<file path="src/rtl/booth_pkg.sv">
// Shared types and constants for the radix-2 Booth multiplier (MULT unit, EX stage).
package booth_pkg;

  typedef enum logic [1:0] {
    ST_IDLE = 2'd0,
    ST_RUN  = 2'd1,
    ST_DONE = 2'd2
  } state_t;

  localparam int BOOTH_WIDTH = 32;

  // The step counter must be able to hold the value WIDTH itself.
  function automatic int cnt_width(input int w);
    return $clog2(w + 1);
  endfunction

  localparam int BOOTH_CNT_W = cnt_width(BOOTH_WIDTH);

endpackage

</file>
<file path="src/rtl/booth_multiplier_step.sv">
// One combinational radix-2 Booth iteration: conditional add/subtract of M into A,
// then arithmetic right shift of {A, Q, Q-1} by one bit.
module booth_step
  import booth_pkg::*;
#(
  parameter int WIDTH = BOOTH_WIDTH
) (
  input  logic [WIDTH:0]   acc,
  input  logic [WIDTH-1:0] q,
  input  logic             q_m1,
  input  logic [WIDTH:0]   m,
  output logic [WIDTH:0]   acc_nxt,
  output logic [WIDTH-1:0] q_nxt,
  output logic             q_m1_nxt
);

  logic [WIDTH:0] sum;

  always_comb begin
    sum = acc;
    case ({q[0], q_m1})
      2'b01:   sum = acc + m;
      2'b10:   sum = acc - m;
      default: sum = acc;
    endcase
  end

  assign acc_nxt  = {sum[WIDTH], sum[WIDTH:1]};
  assign q_nxt    = {sum[0], q[WIDTH-1:1]};
  assign q_m1_nxt = q[0];

endmodule

</file>
<file path="src/rtl/booth_multiplier.sv">
// Sequential radix-2 Booth multiplier, WIDTH cycles per product, busy drives the pipeline stall.
// Optional BOOTH_ZERO_SKIP_EN: a zero operand completes in one cycle without asserting busy.
module booth_multiplier
  import booth_pkg::*;
#(
  parameter int WIDTH = BOOTH_WIDTH
) (
  input  logic                 clk,
  input  logic                 rst,
  input  logic                 start,
  input  logic                 flush,
  input  logic [WIDTH-1:0]     multiplicand,
  input  logic [WIDTH-1:0]     multiplier,
  output logic                 busy,
  output logic                 done,
  output logic [2*WIDTH-1:0]   product
);

  localparam int CW = cnt_width(WIDTH);

  state_t           state, state_nxt;
  logic [WIDTH:0]   acc, acc_nxt, m_reg;
  logic [WIDTH-1:0] q, q_nxt;
  logic             q_m1, q_m1_nxt;
  logic [CW-1:0]    cnt;
  logic             accept, last_step, zero_op;

`ifdef BOOTH_ZERO_SKIP_EN
  assign zero_op = (multiplicand == '0) || (multiplier == '0);
`else
  assign zero_op = 1'b0;
`endif

  assign accept    = start && !flush && (state != ST_RUN);
  assign last_step = (cnt == CW'(1));

  booth_step #(.WIDTH(WIDTH)) u_step (
    .acc      (acc),
    .q        (q),
    .q_m1     (q_m1),
    .m        (m_reg),
    .acc_nxt  (acc_nxt),
    .q_nxt    (q_nxt),
    .q_m1_nxt (q_m1_nxt)
  );

  always_comb begin
    state_nxt = state;
    case (state)
      ST_IDLE: if (accept) state_nxt = zero_op ? ST_DONE : ST_RUN;
      ST_RUN:  if (last_step) state_nxt = ST_DONE;
      ST_DONE: state_nxt = accept ? (zero_op ? ST_DONE : ST_RUN) : ST_IDLE;
      default: state_nxt = ST_IDLE;
    endcase
    // Flush overrides everything, including a simultaneous start.
    if (flush) state_nxt = ST_IDLE;
  end

  always_ff @(posedge clk or posedge rst) begin
    if (rst) begin
      state <= ST_IDLE;
      busy  <= 1'b0;
      done  <= 1'b0;
    end else begin
      state <= state_nxt;
      busy  <= (state_nxt == ST_RUN);
      done  <= (state_nxt == ST_DONE);
    end
  end

  always_ff @(posedge clk or posedge rst) begin
    if (rst) begin
      acc     <= '0;
      q       <= '0;
      q_m1    <= 1'b0;
      m_reg   <= '0;
      cnt     <= '0;
      product <= '0;
    end else if (accept) begin
      acc   <= '0;
      q     <= multiplier;
      q_m1  <= 1'b0;
      m_reg <= {multiplicand[WIDTH-1], multiplicand};
      cnt   <= CW'(WIDTH);
      if (zero_op) product <= '0;
    end else if (state == ST_RUN && !flush) begin
      acc  <= acc_nxt;
      q    <= q_nxt;
      q_m1 <= q_m1_nxt;
      cnt  <= cnt - CW'(1);
      // The extra A bit is only guard headroom; the product fits in 2*WIDTH bits.
      if (last_step) product <= {acc_nxt[WIDTH-1:0], q_nxt};
    end
  end

endmodule
</file>
<file path="config.mk">
export PLATFORM = sky130hd
export DESIGN_NAME = booth_multiplier
export DESIGN_NICKNAME = d
export VERILOG_FILES = /design/src/rtl/booth_pkg.sv /design/src/rtl/booth_multiplier_step.sv /design/src/rtl/booth_multiplier.sv
export SDC_FILE = /design/constraint.sdc
export NUM_CORES = 1
export LEC_CHECK = 0
export BUFFER_PORTS_ARGS = -buffer_cell sky130_fd_sc_hd__buf_2
export CORE_MARGIN = 5
export CORE_UTILIZATION = 35
export CTS_CLUSTER_DIAMETER = 30
export CTS_CLUSTER_SIZE = 8
export DETAILED_ROUTE_END_ITERATION = 8
export HOLD_SLACK_MARGIN = 0.15
export MAX_ROUTING_LAYER = met4
export SLEW_MARGIN = 20
export SYNTH_ARGS = -nofsm -noshare
export SYNTH_HDL_FRONTEND = slang
export SYNTH_HIERARCHICAL = 1
export SYNTH_SLANG_ARGS = --single-unit
</file>
<file path="constraint.sdc">
create_clock -name clk -period 7.9 [get_ports clk]
set_clock_uncertainty 0.05 [all_clocks]
set_input_delay 1.58 -clock clk [delete_from_list [all_inputs] [get_ports clk]]
set_output_delay 1.58 -clock clk [all_outputs]
set_load 0.005 [all_outputs]
</file>
Yosys cells after proc, flatten, opt, wreduce, memory -nomap -nowiden
Cells that the tools add are included.
Cells by class
  multiplexer cells: 14
  reductions and logical operators: 7
  equality and inequality tests: 8
  $add $sub $neg: 3
  bitwise gates (word level): 1
Operators with widths (number)
  33-bit two-way mux: 2
  33-bit one-hot mux with 2 select lines: 1
  32-bit two-way mux: 2
  33-bit adder: 1
  33-bit subtractor: 1
  6-bit two-way mux: 2
  2-bit by 1-bit equality test with 1-bit output, second input constant: 3
  2-bit equality test, second input constant: 3
  6-bit by 1-bit equality test with 1-bit output, second input constant: 1
  2-bit two-way mux: 3
  2-bit one-hot mux with 3 select lines: 1
  6-bit by 1-bit subtractor with 6-bit output, second input constant: 1
  1-bit logical AND: 3
  1-bit two-way mux: 3
  3-bit AND reduction: 1
  2-bit zero test: 1
  2-bit by 1-bit inequality test with 1-bit output, second input constant: 1
  2-bit nonzero test: 1
  1-bit zero test: 1
  1-bit NOT: 1
Storage, ports and cells
  logic and storage cells: 42
  input bits: 68
  bits in registers: 172
  output and inout bits: 66

Longest topological paths before layout
  depth after elaboration: 7
  depth in mapped cells: 20
  gate-level depth less buffers: 17

By module
Netlist, hierarchy kept.
Modules (own cells, without submodules)
  booth_multiplier: area an instance 6899.1 um^2, instances 1, sequential area each 4304.1 um^2, cells each 439
  booth_step: area an instance 3140.5 um^2, instances 1, sequential area each 0.0 um^2, cells each 486

Worst setup path after synthesis
OpenSTA, ideal clock, no wires.
  path kind: register -> register
  from: register m_reg[3]
  to: register acc[32]
  library setup time: 121 ps
  cell stages (with the launch flop): 19
  arrival: 4015 ps
  data required time: 7729 ps
  slack: 3714 ps
  path buffers: 3
  clock period less this slack: 4186 ps
  path through: dfrtp_1 > or4_1 > nor2b_1 > and2_1 > clkbuf_1 > a21oi_1 > xnor2_1 > ha_1 > clkbuf_1 > nand2_1 > or3_1 > o211a_1 > o311ai_1 > a221oi_1 > a31oi_1 > mux2_4 > xor2_1 > buf_4 > a22o_1
Between the ends
  longest elaborated chain between the ends: 4
  elaborated cells on any way between the ends: 5
  classes of those cells: add/sub: 2; mux: 3
Ends and longest elaborated chain
  start, declared: RTL line booth_multiplier.sv:22  | logic [WIDTH:0] acc, acc_nxt, m_reg;
  start signal, assigned: RTL line booth_multiplier.sv:83  | m_reg <= {multiplicand[WIDTH-1], multiplicand};
  33-bit subtractor or 33-bit adder (tied branches): RTL line booth_multiplier_step.sv:23, booth_multiplier_step.sv:22
  33-bit one-hot mux with 2 select lines *: RTL line booth_multiplier_step.sv:21  | case ({q[0], q_m1})
  named net acc_nxt[31]: RTL line booth_multiplier.sv:22
  33-bit two-way mux *: RTL line booth_multiplier.sv:86  | end else if (state == ST_RUN && !flush) begin
  33-bit two-way mux *: RTL line booth_multiplier.sv:79  | end else if (accept) begin
  end signal, assigned: RTL line booth_multiplier.sv:87  | acc <= acc_nxt;
  end, declared: RTL line booth_multiplier.sv:22
The timed path passes the listed nets; every way through them passes the cells marked *. The select of a mux whose other input is x is not followed.
A chain may end at the register's enable or synchronous reset.

Worst setup path in the final report
  from: register m_reg[2]
  to: register product[63]
Between the ends
  longest elaborated chain between the ends: 2
  elaborated cells on any way between the ends: 3
  classes of those cells: add/sub: 2; mux: 1
Ends and longest elaborated chain
  33-bit subtractor or 33-bit adder (tied branches): RTL line booth_multiplier_step.sv:23, booth_multiplier_step.sv:22
  33-bit one-hot mux with 2 select lines *: RTL line booth_multiplier_step.sv:21
  named net acc_nxt[31]: RTL line booth_multiplier.sv:22
  end signal, assigned: RTL line booth_multiplier.sv:92  | if (last_step) product <= {acc_nxt[WIDTH-1:0], q_nxt};
  end, declared: RTL line booth_multiplier.sv:16  | output logic [2*WIDTH-1:0] product
The timed path passes the listed nets; every way through them passes the cells marked *.

==> results_dict.tcl <==
set metrics [dict create \
    status "completed" \
    wl_met2_mm 11.1 \
    finalCritPeriodShare_pct 61.1 \
    num_rows 62 \
    layout_common_cells "dfrtp_1, buf_2, mux2_4" \
    htreeDepth 4 \
    grt_pass1_wl_mm 39.9 \
    r2r_start "m_reg[2]" \
    rsz0062_at_grt "false" \
    startpoint "m_reg[2]" \
    maxSlewViolCount 0 \
    largest_reg_flops 64 \
    hold-path-endpoint "acc[0]" \
    clock-sinks 172 \
    tightest_slew_ns 0.927 \
    synth_seq_cells 172 \
    yosysSeqAreaShare_pct 42.9 \
    ys_types 67 \
    async_flop_share_pct 100 \
    grt.overflow.total 0 \
    met1_length_mm 12.0 \
    top_register "product" \
    diodes 0 \
    fin_tns_setup_ns 0 \
    postRouteAntennaNets 0 \
    vias_per_cell 5.27 \
    leakagePower_nw 5.42 \
    initial_core_util_pct 35.2 \
    cts_root_buf "clkbuf_16" \
    die_h_microns 179 \
    path_clk_slew_ns 0.07 \
    dp_hpwl_mm 17.2 \
    coreArea_sq_um 28500 \
    final_common_cell "dfrtp_1" \
    setup_viol 0 \
    die_area_sq_um 32200 \
    synthCells 925 \
    hp-class "register to register" \
    cts_made_buffers 17 \
    finalPower_mw 4.17 \
    grt_pass1_vias 7373 \
    max-slew-margin-rel_pct 38.2 \
    place_ws_ns 3.11 \
    timing.final.ws_setup_ns 3.08 \
    path_class "register to register" \
    startpoint_type "register" \
    grt_max_degree 104 \
    drtIter0Drc 459 \
    routed_wl_mm 24.7 \
    r2r_cells 17 \
    drive_gt1_share_pct 27.3 \
    gp_congestion 0.898 \
    cts_resized 0 \
    ys.flop_type "dfrtp_1" \
    route.met3.wl_mm 1.29 \
    dp.cells 1363 \
    tritoncts "yes" \
    synthToLayoutAreaGrowth_pct 12.6 \
    worstPathArrival_ns 5.09 \
    powerDensity_nw_per_um2 368 \
    io_buffer_count 133 \
    r2r-end "product[63]" \
    hold_viol 0 \
    ir_drop_uv 153 \
    grtUsageTotal_pct 16.0 \
    reg_top3 "product x64, acc x33" \
    drc 0 \
    cts_hold_buf 0 \
    syn_nets 1030 \
    cp.required_ns 8.16 \
    io_pins 134 \
    syn_area_per_cell_sq_um 10.9 \
    nets 1103 \
    cp-end-kind "register" \
    hp-start "acc[0]" \
    dr.pass1.iters 4 \
    reg2reg_slack_ns 3.08 \
    wl_per_cell_microns 17.7 \
    cp_max_fo 6 \
    post_cts_buffers 0 \
    max_freq_mhz 207 \
    antenna_found_initial 0 \
    worstSkewPairLatency_ns 0.43 \
    die_x_microns 179 \
    maxCapViolCount 0 \
    instances_no_fill 1394 \
    clock_path_buffers 2 \
    num_vias 7341 \
    dr.max_layer_used "met4" \
    whs_path_depth 1 \
    synth_warnings 6 \
    synth_edf_count 0 \
    finalWorstPathRequiredPeriod_ns 4.82 \
    netlist_area_sq_um 10000 \
]
critical path: stages (launching register included):
cell	delay [ns]
dfrtp_1	0.43
or4_1	0.57
nor2b_1	0.21
and2_1	0.34
nand2_1	0.11
nor3_1	0.35
a21oi_1	0.14
xnor2_1	0.19
ha_1	0.38
inv_1	0.12
o31ai_1	0.48
o21ai_0	0.23
nand2_1	0.10
o22ai_1	0.06
a31oi_1	0.20
mux2_4	0.32
xor2_1	0.16
mux2_4	0.26
final cells by class:
cell class / count / area, sq um
fillers: 2848 / 17200
clock buffers: 17 / 425
multi-input cells: 635 / 5100
flip-flops and latches: 172 / 4300
repair buffers: 142 / 733
well taps: 384 / 480
inverters: 30 / 118
clock inverters: 14 / 141
power breakdown:
group          internal, mW  total (mW)  leakage [nW]  switching [mW]
Clock                 0.421       0.827         0.278           0.406
Combinational         0.880        1.98          2.89            1.10
Sequential             1.13        1.36          2.25           0.231
Yosys cell counts (all sizes together) (3+ instances only):
master,n,share of area [%]
a31oi,11,0.69
a221o,34,3.4
nor3,15,0.85
nand2b,6,0.37
xor2,12,1.0
inv,29,1.1
o21a,3,0.22
o21ai,48,2.4
xnor2,42,3.7
nand4,8,0.56
a21oi,51,2.5
mux2i,6,0.60
nor2b,7,0.44
or3,4,0.25
ha,36,4.5
or4,4,0.30
mux2,99,13
o31ai,7,0.52
clkbuf,36,1.4
a21o,14,1.0
a2111oi,4,0.60
a22o,34,3.0
a21boi,4,0.30
a211oi,5,0.37
dfrtp,172,43
nor2,41,1.5
and3,36,2.2
o21bai,6,0.45
nand2,57,2.1
buf,52,4.0
nor4,7,0.50
nand3,5,0.25
and2,4,0.25
worst max path at each step:
stage                             end  slack [ns]
after floorplan                acc[0]        1.61
after global placement    product[63]        3.16
after detailed placement  product[63]        3.11
after CTS                 product[63]        3.08
after global routing      product[63]        2.78
final                     product[63]        3.08
through the flow:
step,hold slack [ns],area (sq um),utilization (%)
2_1_floorplan,0.413,10000,-
3_3_place_gp,0.429,10700,37.6
3_5_place_dp,0.436,10700,37.6
4_1_cts,0.453,11300,39.6
5_1_grt,0.473,11300,39.6
6_report,0.449,11300,39.6
kinds of logic (layout without fill, tap and decap cells):
kind of cell	after synthesis	after routing	synth area share (%)
and+or+nand+nor	204	204	10.5
xor gates and xnor gates	54	54	4.71
DFF	172	172	42.9
AOI/OAI and AO/OA	235	235	16.7
adders and majority gates	37	37	4.69
muxes	105	105	14.0
buffers and inverters	118	203	6.52
routing by layer:
layer | GRT usage [%] | up-vias
li1 | - | 3495
met4 | 4.25 | 0
met5 | - | -
met2 | 24.8 | 192
met1 | 22.0 | 3637
met3 | 2.37 | 17
Note: power is estimated with default switching activity, not from simulation.
